**src/rtl/ir_ctrl_pkg.sv**
```systemverilog
// Shared SAP-1 definitions: opcodes, one-hot T-states and the control word.
// Build option: SAP_EARLY_END_EN (early return to T1, used in ir_ctrl).
package sap_pkg;

  localparam logic [3:0] OP_LDA = 4'h0;
  localparam logic [3:0] OP_ADD = 4'h1;
  localparam logic [3:0] OP_SUB = 4'h2;
  localparam logic [3:0] OP_OUT = 4'hE;
  localparam logic [3:0] OP_HLT = 4'hF;

  localparam logic [5:0] T1 = 6'b000001;
  localparam logic [5:0] T2 = 6'b000010;
  localparam logic [5:0] T3 = 6'b000100;
  localparam logic [5:0] T4 = 6'b001000;
  localparam logic [5:0] T5 = 6'b010000;
  localparam logic [5:0] T6 = 6'b100000;

  typedef struct packed {
    logic pc_inc;
    logic pc_oe;
    logic mar_ld;
    logic mem_oe;
    logic ir_oe;
    logic a_ld;
    logic a_oe;
    logic b_ld;
    logic alu_oe;
    logic alu_sub;
    logic out_ld;
  } ctrl_t;

endpackage

```
**src/rtl/ir_ctrl_if.sv**
```systemverilog
// Signal bundle between the SAP-1 datapath and the instruction controller.
// run is a level advance enable, not a handshake: while it is high the
// sequencer steps once per clock; while low, state and control word hold.
interface ir_ctrl_if #(
  parameter int WIDTH = 8,
  parameter int OPW   = 4
);
  logic                 run;
  logic [WIDTH-1:0]     bus;
  logic [OPW-1:0]       opcode;
  logic [WIDTH-OPW-1:0] operand;
  logic [5:0]           tstate;
  logic                 pc_inc;
  logic                 pc_oe;
  logic                 mar_ld;
  logic                 mem_oe;
  logic                 ir_oe;
  logic                 a_ld;
  logic                 a_oe;
  logic                 b_ld;
  logic                 alu_oe;
  logic                 alu_sub;
  logic                 out_ld;
  logic                 halt;

  // Datapath side: supplies run and the bus, consumes the control word.
  modport master (
    output run, bus,
    input  opcode, operand, tstate, pc_inc, pc_oe, mar_ld, mem_oe, ir_oe,
           a_ld, a_oe, b_ld, alu_oe, alu_sub, out_ld, halt
  );

  // Controller side.
  modport slave (
    input  run, bus,
    output opcode, operand, tstate, pc_inc, pc_oe, mar_ld, mem_oe, ir_oe,
           a_ld, a_oe, b_ld, alu_oe, alu_sub, out_ld, halt
  );
endinterface

```
**src/rtl/ir_ctrl_tstate_ring.sv**
```systemverilog
// Six-state one-hot ring counter T1..T6; restart wins over adv.
module tstate_ring
  import sap_pkg::*;
(
  input  logic       clk,
  input  logic       rst,
  input  logic       adv,
  input  logic       restart,
  output logic [5:0] tstate
);

  logic [5:0] ring_q;
  logic [5:0] ring_d;

  // Next state: jump to T1, rotate one place, or hold.
  always_comb begin
    ring_d = ring_q;
    if (restart) begin
      ring_d = T1;
    end else if (adv) begin
      ring_d = {ring_q[4:0], ring_q[5]};
    end
  end

  // State register, T1 on reset.
  always_ff @(posedge clk or negedge rst) begin
    if (!rst) begin
      ring_q <= T1;
    end else begin
      ring_q <= ring_d;
    end
  end

  assign tstate = ring_q;

endmodule

```
**src/rtl/ir_ctrl.sv**
```systemverilog
// SAP-1 instruction register, halt flop and control-word decode.
// Build option: SAP_EARLY_END_EN returns to T1 right after an opcode's last
// active T-state (LDA 5 cycles, OUT/NOP 4); otherwise every non-HLT
// instruction takes 6 cycles.
module ir_ctrl
  import sap_pkg::*;
#(
  parameter int WIDTH = 8,
  parameter int OPW   = 4
) (
  input  logic       clk,
  input  logic       rst,
  ir_ctrl_if.slave   io
);

  logic [WIDTH-1:0] ir_q;
  logic [WIDTH-1:0] ir_d;
  logic             halt_q;
  logic             halt_d;
  logic [5:0]       tstate;
  logic             adv;
  logic             restart;
  logic             hlt_t4;
  logic [3:0]       op;
  ctrl_t            ctrl;

  assign op     = 4'(ir_q[WIDTH-1 -: OPW]);
  assign hlt_t4 = (tstate == T4) && (op == OP_HLT);

  // Sequencer enable, IR capture at the end of T3 and sticky halt set.
  always_comb begin
    adv    = io.run && !halt_q && !hlt_t4;
    ir_d   = ir_q;
    halt_d = halt_q;
    if (adv && (tstate == T3)) begin
      ir_d = io.bus;
    end
    if (io.run && hlt_t4) begin
      halt_d = 1'b1;
    end
  end

`ifdef SAP_EARLY_END_EN
  logic is_last;

  // Last active T-state of the current opcode triggers an early restart.
  always_comb begin
    is_last = 1'b0;
    case (op)
      OP_LDA:         is_last = (tstate == T5);
      OP_ADD, OP_SUB: is_last = (tstate == T6);
      OP_HLT:         is_last = 1'b0;
      default:        is_last = (tstate == T4);
    endcase
    restart = adv && is_last;
  end
`else
  assign restart = 1'b0;
`endif

  // IR and halt registers.
  always_ff @(posedge clk or negedge rst) begin
    if (!rst) begin
      ir_q   <= '0;
      halt_q <= 1'b0;
    end else begin
      ir_q   <= ir_d;
      halt_q <= halt_d;
    end
  end

  tstate_ring u_ring (
    .clk     (clk),
    .rst     (rst),
    .adv     (adv),
    .restart (restart),
    .tstate  (tstate)
  );

  // Control word decode; all zero in reset and once halted.
  always_comb begin
    ctrl = '0;
    if (rst && !halt_q) begin
      case (tstate)
        T1: begin
          ctrl.pc_oe  = 1'b1;
          ctrl.mar_ld = 1'b1;
        end
        T2: ctrl.pc_inc = 1'b1;
        T3: ctrl.mem_oe = 1'b1;
        T4: begin
          case (op)
            OP_LDA, OP_ADD, OP_SUB: begin
              ctrl.ir_oe  = 1'b1;
              ctrl.mar_ld = 1'b1;
            end
            OP_OUT: begin
              ctrl.a_oe   = 1'b1;
              ctrl.out_ld = 1'b1;
            end
            default: ctrl = '0;
          endcase
        end
        T5: begin
          case (op)
            OP_LDA: begin
              ctrl.mem_oe = 1'b1;
              ctrl.a_ld   = 1'b1;
            end
            OP_ADD, OP_SUB: begin
              ctrl.mem_oe  = 1'b1;
              ctrl.b_ld    = 1'b1;
              ctrl.alu_sub = (op == OP_SUB);
            end
            default: ctrl = '0;
          endcase
        end
        T6: begin
          if ((op == OP_ADD) || (op == OP_SUB)) begin
            ctrl.alu_oe  = 1'b1;
            ctrl.a_ld    = 1'b1;
            ctrl.alu_sub = (op == OP_SUB);
          end
        end
        default: ctrl = '0;
      endcase
    end
  end

  assign io.opcode  = ir_q[WIDTH-1 -: OPW];
  assign io.operand = ir_q[WIDTH-OPW-1:0];
  assign io.tstate  = tstate;
  assign io.halt    = halt_q;
  assign io.pc_inc  = ctrl.pc_inc;
  assign io.pc_oe   = ctrl.pc_oe;
  assign io.mar_ld  = ctrl.mar_ld;
  assign io.mem_oe  = ctrl.mem_oe;
  assign io.ir_oe   = ctrl.ir_oe;
  assign io.a_ld    = ctrl.a_ld;
  assign io.a_oe    = ctrl.a_oe;
  assign io.b_ld    = ctrl.b_ld;
  assign io.alu_oe  = ctrl.alu_oe;
  assign io.alu_sub = ctrl.alu_sub;
  assign io.out_ld  = ctrl.out_ld;

endmodule

```
**src/flat_wrapper.sv**
```systemverilog
// flat-port wrapper written by rule: the top's interface ports become plain ports
module ir_ctrl_flat import sap_pkg::*;
#(
  parameter int WIDTH = 8,
  parameter int OPW   = 4
)
  (clk, rst, io_run, io_bus, io_opcode, io_operand, io_tstate, io_pc_inc, io_pc_oe, io_mar_ld, io_mem_oe, io_ir_oe, io_a_ld, io_a_oe, io_b_ld, io_alu_oe, io_alu_sub, io_out_ld, io_halt);
  ir_ctrl_if #(.WIDTH(WIDTH), .OPW(OPW)) io_i ();
  input  logic clk;
  input  logic rst;
  input wire logic [$bits(io_i.run)-1:0] io_run;
  input wire logic [$bits(io_i.bus)-1:0] io_bus;
  output wire logic [$bits(io_i.opcode)-1:0] io_opcode;
  output wire logic [$bits(io_i.operand)-1:0] io_operand;
  output wire logic [$bits(io_i.tstate)-1:0] io_tstate;
  output wire logic [$bits(io_i.pc_inc)-1:0] io_pc_inc;
  output wire logic [$bits(io_i.pc_oe)-1:0] io_pc_oe;
  output wire logic [$bits(io_i.mar_ld)-1:0] io_mar_ld;
  output wire logic [$bits(io_i.mem_oe)-1:0] io_mem_oe;
  output wire logic [$bits(io_i.ir_oe)-1:0] io_ir_oe;
  output wire logic [$bits(io_i.a_ld)-1:0] io_a_ld;
  output wire logic [$bits(io_i.a_oe)-1:0] io_a_oe;
  output wire logic [$bits(io_i.b_ld)-1:0] io_b_ld;
  output wire logic [$bits(io_i.alu_oe)-1:0] io_alu_oe;
  output wire logic [$bits(io_i.alu_sub)-1:0] io_alu_sub;
  output wire logic [$bits(io_i.out_ld)-1:0] io_out_ld;
  output wire logic [$bits(io_i.halt)-1:0] io_halt;
  assign io_i.run = io_run;
  assign io_i.bus = io_bus;
  assign io_opcode = io_i.opcode;
  assign io_operand = io_i.operand;
  assign io_tstate = io_i.tstate;
  assign io_pc_inc = io_i.pc_inc;
  assign io_pc_oe = io_i.pc_oe;
  assign io_mar_ld = io_i.mar_ld;
  assign io_mem_oe = io_i.mem_oe;
  assign io_ir_oe = io_i.ir_oe;
  assign io_a_ld = io_i.a_ld;
  assign io_a_oe = io_i.a_oe;
  assign io_b_ld = io_i.b_ld;
  assign io_alu_oe = io_i.alu_oe;
  assign io_alu_sub = io_i.alu_sub;
  assign io_out_ld = io_i.out_ld;
  assign io_halt = io_i.halt;
  ir_ctrl #(.WIDTH(WIDTH), .OPW(OPW)) u_core (.clk(clk), .rst(rst), .io(io_i));
endmodule
```
**config.mk**
```make
export PLATFORM = sky130hd
export DESIGN_NAME = ir_ctrl_flat
export DESIGN_NICKNAME = d
export VERILOG_FILES = /design/src/rtl/ir_ctrl_pkg.sv /design/src/rtl/ir_ctrl_if.sv /design/src/rtl/ir_ctrl_tstate_ring.sv /design/src/rtl/ir_ctrl.sv /design/src/flat_wrapper.sv
export SDC_FILE = /design/constraint.sdc
export NUM_CORES = 1
export LEC_CHECK = 0
export CORE_MARGIN = 10
export CORE_UTILIZATION = 44
export DETAILED_ROUTE_END_ITERATION = 10
export PLACE_DENSITY = 0.8
export REMOVE_ABC_BUFFERS = 1
export SYNTH_ARGS = -nofsm -noshare
export SYNTH_HDL_FRONTEND = slang
export SYNTH_SLANG_ARGS = --single-unit
```
**constraint.sdc**
```tcl
create_clock -name clk -period 3.3 [get_ports clk]
set_clock_uncertainty 0.2 [all_clocks]
set_input_delay 0.825 -clock clk [delete_from_list [all_inputs] [get_ports clk]]
set_output_delay 0.825 -clock clk [all_outputs]
set_load 0.03 [all_outputs]
```
==> impl_results.md, run 1 <==
- Num CTS Buffers: 3
- Post-DRT Antenna Nets: 0
- First-pass GRT wire length: 3.843 mm
- Setup_tns: 0 ns
- Sequential share of power: 0.585
- CP Max Fanout: 3
- Placed insts: 137
- Worst hold path cell count: 1
- Actual slew at the worst max-slew pin: 0.4615 ns
- Crit Path Category: in2out
- Worst Setup End Kind: primary output
- Cell Chain, Critical Path: clkdlybuf4s50_1 -> nand2b_1 -> nand4bb_1 -> a2111oi_4 -> buf_6
- Max Clock Freq: 311.5 MHz
- Drt wl/cell: 17.57 um
- GRT overflow: 0
- Post-synth EDFFs: 0
- Crit Reg-Reg Endpoint: u_core.u_ring.tstate[4]
- Max layer used: met3
- Tot GR Track Use: 0.1122
- Pin count of the biggest net entering global routing: 16
- Max Slew Vio Count: 0
- Die ar.: 4175 um^2
- R2R Path Start: u_core.u_ring.tstate[5]
- Slowest CP cell: clkdlybuf4s50_1
- Metal3 WL: 233 um
- First-pass detailed-route iteration total: 4
- Fraction of layout cells with a size suffix above 1: 0.3596
- Min cycle time layout: 3.210 ns
- Worst setup SP type: primary input
- Sink Count: 15
- Clock latency on the worst-skew pair: 0.28 ns
- Hold Path Class: reg2reg
- # DRC: 0
- Die Ht: 64.62 um
- Met1 wire length: 964 um
- # port buffers: 36
- Comb pwr share: 0.088
- Sequential element share of the synthesized area: 0.4300
- Reg2Reg Depth: 3
- Core Util, Final: 0.6797
- Syn Inst Count: 74
- Pwr Density: 240.3 nW/um^2
- Vias in the first global route: 779
- DPL Wire Length: 1.895 mm
- Die Span X: 64.62 um
- Routed wl met2: 1.280 mm
- Worst EP arrival: 2.19 ns
- Crit path largest cell delay: 0.52 ns
- R2r setup slk: 1.28 ns
- ANT cells: 0
- FF+latch count, synth: 15
- Synthesized cell area: 875.8 um^2
- Sw power: 68.63 uW
- Final Hold Fails: 0
- Final-report setup violation count: 0
- Worst-path clk slew: 0.09 ns
- CTS Hold Bufs: 0
- Sw frac: 0.2187
- Cell-internal power: 245.2 uW
- Asr flop ratio synth: 1.000
- Top_reg_cell synth: dfrtp_1
- Initial DRC count: 9
- CP required: 2.27 ns
- Outcome: finished, final reports clean
- Initial antenna violation count: 0
- Hold wc startpoint: u_core.ir_q[3]
- Layout area overhead: 49.14%
- Leak pwr: 0.5765 nW
- Yosys cell types: 32
- Top cells by count, synth: dfrtp_1 (14), mux2_2 (12), nor2_1 (5)
- Row count: 16
- Synth area leaders: dfrtp_1 (40%), mux2_2 (15%), nor4b_4 (5.4%)
- Core area: 1922 um^2
- VDD IR max: 255.9 uV
- Root buf cell: clkbuf_4
- Setup repair after global routing missed its margin: no
- H-tree Lvls: 1
- Final nets: 126
- Most common cell in the netlist: dfrtp_1
- Dominant cell type by area after synthesis: dfrtp_1
- Clk network pwr share: 0.326
- Via count: 742
- Initial core utilization: 0.4557
- DRT Wirelength: 2.478 mm
- I/O pin count: 37
- CTS tree: built
- Final std cells w/o fill: 141
- Final period util: 0.9727
- Syn avg cell area: 11.84 um^2
- Max-cap violation count: 0
- Hold endpoint: u_core.ir_q[3]
- Vias/cell: 5.262
- Gpl congestion: 0.8722
- Synthesis Warnings: 0
- Synth top area share: 0.4000
- CTS Buffer Depth: 2
- Slew margin rel.: 0.6895
- Setup Fix Bufs, Post-CTS: 0
cells by family (layout without fill, tap and decap cells):
group	after synthesis	in the layout	share of synthesized area
xor gates and xnor gates	1	1	0.01000
DFF	15	15	0.4300
and+or+nand+nor	32	32	0.2829
AOI/OAI and AO/OA	7	7	0.07573
buffers and inverters	6	46	0.03429
muxes	13	13	0.1671
layout make-up:
class / count / area [um^2]
fillers: 171 / 615.6
multi-input cells: 53 / 494.2
flip-flops and latches: 15 / 376.6
repair buffers: 40 / 366.6
well taps: 27 / 33.78
clock buffers: 3 / 22.52
inverters: 2 / 7.507
clock inverters: 1 / 5.005
metrics by stage:
stage / hold slack [ns] / instance area [um^2] / power [mW] / worst slack (ns)
6_report: 0.3119 / 1306 / 0.3139 / 0.08994
3_5_place_dp: 0.2946 / 1250 / 0.2151 / -0.08496
4_1_cts: 0.3169 / 1284 / 0.3205 / 0.02465
3_3_place_gp: 0.2876 / 1250 / 0.2142 / 0.03129
5_1_grt: 0.3449 / 1306 / 0.3268 / 0.02360
2_1_floorplan: 0.3294 / 853.3 / 0.1945 / -0.5246
timing repair:
item / 4_1_cts / 5_1_grt
pin swaps: 0 / 1
setup endpoints to repair: 1 / 3
resized for setup: 2 / 3
power by group through the flow:
stage,clock network (mW),registers [mW],logic (mW)
global route,0.113,0.184,0.0299
detailed placement,0,0.187,0.0278
finish,0.102,0.184,0.0277
global placement,0,0.187,0.0269
CTS,0.109,0.184,0.0279
floorplan,0,0.187,0.00710
registers in the layout, indices dropped and copies added (netlist names):
signal / count
u_core.io.halt: 1
u_core.ir_q: 8
u_core.u_ring.tstate: 6
layer usage:
layer,up-vias,GRT usage
li1,356,-
met1,362,0.1226
met3,0,0.05670
met5,-,0
met4,0,0.02406
met2,24,0.1909
how the worst max path moves through the flow:
stage | startpoint | end | slack (ns) | cells after the start
final | rst | io_alu_sub | 0.09 | 5
after global routing | rst | io_alu_sub | 0.02 | 5
after CTS | rst | io_alu_sub | 0.02 | 5
after detailed placement | rst | io_alu_sub | -0.08 | 5
after global placement | rst | io_alu_sub | 0.03 | 5
after floorplan | rst | io_alu_sub | -0.52 | 3
cells in the final DEF (no fill, tap or decap), types with 2 or more instances in the layout:
master	netlist	routed
clkbuf_4	0	3
nand4b_1	2	2
nor2_1	5	5
nand2_1	4	4
nand2b_1	4	4
clkdlybuf4s50_1	0	25
dfrtp_1	14	14
nand3_1	3	3
buf_4	0	14
mux2_2	12	12
nor4b_4	2	2
inv_1	2	2
worst max-delay path: cells and delay by family:
family	cells	cell delay, ns
AND/OR/NAND/NOR	2	0.35
AO/OA/AOI/OAI	1	0.30
buffers and inverters	2	0.71
(Power assumes the default switching activity.)
==> inputs of run 2 (changes only) <==
CTS_CLUSTER_DIAMETER = 200   (was not set)
SETUP_SLACK_MARGIN = 0.4   (was not set)
==> run 2 against run 1 <==
First-iteration DRC count unchanged; sequential share of layout area is 1.4 points lower; clock power about the same; flip-flop and latch count stayed put; wire length unchanged; sequential power is essentially flat; hold slack improved by 0.0039 ns; critical path type is now reg2out; highest routed layer unchanged.
==> impl_results.md, run 2 (synthesized netlist as in run 1, its figures left out) <==
- Final WS setup: 0.3712 ns (+0.2812 ns)
- Vias in the first global route: 795 (+2.1%)
- Met1 wire length: 1.004 mm (+4.1%)
- DRT Wirelength: 2.478 mm (unchanged)
- Min cycle time layout: 2.929 ns (-0.2812 ns)
- Sink Count: 15 (unchanged)
- First-pass detailed-route iteration total: 4 (unchanged)
- H-tree Lvls: 1 (unchanged)
- First-pass GRT wire length: 3.857 mm (+0.36%)
- R2R Path Start: u_core.u_ring.tstate[4]
- Initial core utilization: 0.4557 (unchanged)
- CP Max Fanout: 3 (unchanged)
- Layout area overhead: 58.43%
- Max-cap violation count: 0 (unchanged)
- Clock latency on the worst-skew pair: 0.28 ns (about the same)
- Crit Reg-Reg Endpoint: u_core.u_ring.tstate[4]
- Fraction of layout cells with a size suffix above 1: 0.4426 (+0.08297)
- Num CTS Buffers: 3 (unchanged)
- Row count: 16 (unchanged)
- Max Clock Freq: 341.4 MHz (+9.6%)
- Outcome: finished, final reports clean
- Crit Path Category: reg2out
- Max Slew Vio Count: 0 (unchanged)
- # port buffers: 36 (unchanged)
- Metal3 WL: 259 um (+11%)
- Max reg flops: 8 (unchanged)
- ANT cells: 0 (unchanged)
- Final-report setup violation count: 0 (unchanged)
- # DRC: 0 (unchanged)
- Reg2Reg Depth: 4 (+1)
- Worst-path clk slew: 0.09 ns (about the same)
- Placed insts: 137 (unchanged)
- Worst Setup End Kind: primary output
- Commonest non-fill, non-tap cells in the layout: clkdlybuf4s50_1 (24), buf_4 (19), mux2_2 (12), dfrtp_1 (11), nor2_1 (5)
- Actual slew at the worst max-slew pin: 0.3905 ns (-0.07093 ns)
- Delay-heaviest family, CP: simple AND/OR/NAND/NOR gates
- Die Span X: 64.62 um (unchanged)
- Root buf cell: clkbuf_4
- Worst setup SP type: flop
- Final period util: 0.8875 (-0.08522)
- Hold Path Class: reg2reg
- Tot GR Track Use: 0.1122 (about the same)
- Post-DRT Antenna Nets: 0 (unchanged)
- Core area: 1922 um^2 (unchanged)
- Drt wl/cell: 16.63 um (-5.4%)
- Routed wl met2: 1.214 mm (-5.2%)
- Leak pwr: 0.6302 nW (+9.3%)
- Die Ht: 64.62 um (unchanged)
- Worst slack at placement: -0.08496 ns (unchanged)
- Final Hold Fails: 0 (unchanged)
- Vias/cell: 5.255 (-0.14%)
- Initial antenna violation count: 0 (unchanged)
- Pin count of the biggest net entering global routing: 16 (unchanged)
- Hold_ws: 0.3158 ns (+0.003903 ns)
- Biggest register: u_core.ir_q
- GRT overflow: 0 (unchanged)
- DPL Wire Length: 1.895 mm (unchanged)
- Die ar.: 4175 um^2 (unchanged)
- R2r setup slk: 1.30 ns (+0.02 ns)
- I/O pin count: 37 (unchanged)
- Setup repair after global routing missed its margin: yes
- Pwr Density: 226.5 nW/um^2 (-5.7%)
- Gpl congestion: 0.8722 (unchanged)
- Final nets: 134 (+6.3%)
- Max layer used: met3
- Cell Chain, Critical Path: or4_4 -> or2_4 -> nor4b_4 -> buf_6
- CTS Buffer Depth: 2 (unchanged)
- VDD IR max: 258.9 uV (+1.2%)
- Crit path largest cell delay: 0.53 ns (about the same)
- Buffers & Inverters on Critical Path: 1 (-1)
- Via count: 783 (+5.5%)
- CP Launch Point: u_core.u_ring.tstate[4]
- CTS tree: built
- CP required: 2.27 ns (about the same)
- Core Util, Final: 0.7220 (+0.04232)
- Initial DRC count: 9 (unchanged)
- Critical Path Stages: 4 (-1)
- Slew margin rel.: 0.7396 (+0.05012)
- Most common cell after layout, fill and taps aside: clkdlybuf4s50_1
- CP endpoint: io_a_oe
- Final std cells w/o fill: 149 (+5.7%)
- Slowest CP cell: or4_4
- Worst EP arrival: 1.90 ns (-0.29 ns)
## run 2: changes by cell type in the layout (fill, tap and decap cells not counted), sizes merged
cell	delta
clkbuf	+1
clkdlybuf4s50	-1
buf	+8
## run 2: area by class of cell
type	count	area [um^2]
Clock buffer	3	22.52
Clock inverter	1	5.005
Fill cell	152	534.3
Inverter	2	7.507
Multi-Input combinational cell	53	505.5
Sequential cell	15	380.4
Tap cell	27	33.78
Timing Repair Buffer	48	432.9
## run 2: how the worst min path moves through the flow
| stage | start | endpoint | slack, ns | cells past startpoint |
|---|---|---|---|---|
| floorplan | rst | u_core.io.halt | 0.33 | 0 |
| global placement | u_core.ir_q[0] | u_core.ir_q[0] | 0.29 | 1 |
| detailed placement | u_core.ir_q[3] | u_core.ir_q[3] | 0.29 | 1 |
| CTS | u_core.ir_q[3] | u_core.ir_q[3] | 0.32 | 1 |
| global route | rst | u_core.ir_q[1] | 0.32 | 2 |
| finish | u_core.ir_q[3] | u_core.ir_q[3] | 0.32 | 1 |
## run 2: power breakdown
group          leakage, nW  total (mW)  internal (mW)  switching (mW)
Clock               0.0177       0.103         0.0449          0.0581
Combinational        0.412      0.0277         0.0165          0.0111
Sequential           0.201       0.184          0.184               0
Total                0.630       0.314          0.245          0.0692
## run 2: worst reg2reg max path, delay by kind of cell (launching register included)
family / cells / cell delay, ns
mux: 1 / 0.34
flops: 1 / 0.42
compound gates: 1 / 0.24
simple gates: 1 / 0.53
buf+inv: 1 / 0.16
## run 2: what timing repair did
action | CTS | global route
setup buffers | 3 | 5
gates resized for setup | 10 | 6
endpoints found under the setup margin | 11 | 9
cloned | 0 | 0
hold buffers | 0 | 0
pin swaps | 2 | 3
## run 2: through the flow
step / power, mW / TNS, ns / cell area, um^2
after floorplan: 0.1945 / -0.5246 / 853.3
after global placement: 0.2142 / 0 / 1250
after detailed placement: 0.2151 / -0.08496 / 1250
after CTS: 0.3204 / 0 / 1324
after global routing: 0.3269 / 0 / 1388
final: 0.3144 / 0 / 1388
## run 2: routing by layer
layer / global-route usage / vias to the layer above
met3: 0.05670 / 0
met4: 0.02406 / 0
li1: - / 370
met1: 0.1215 / 384
met2: 0.1921 / 29
met5: 0 / -
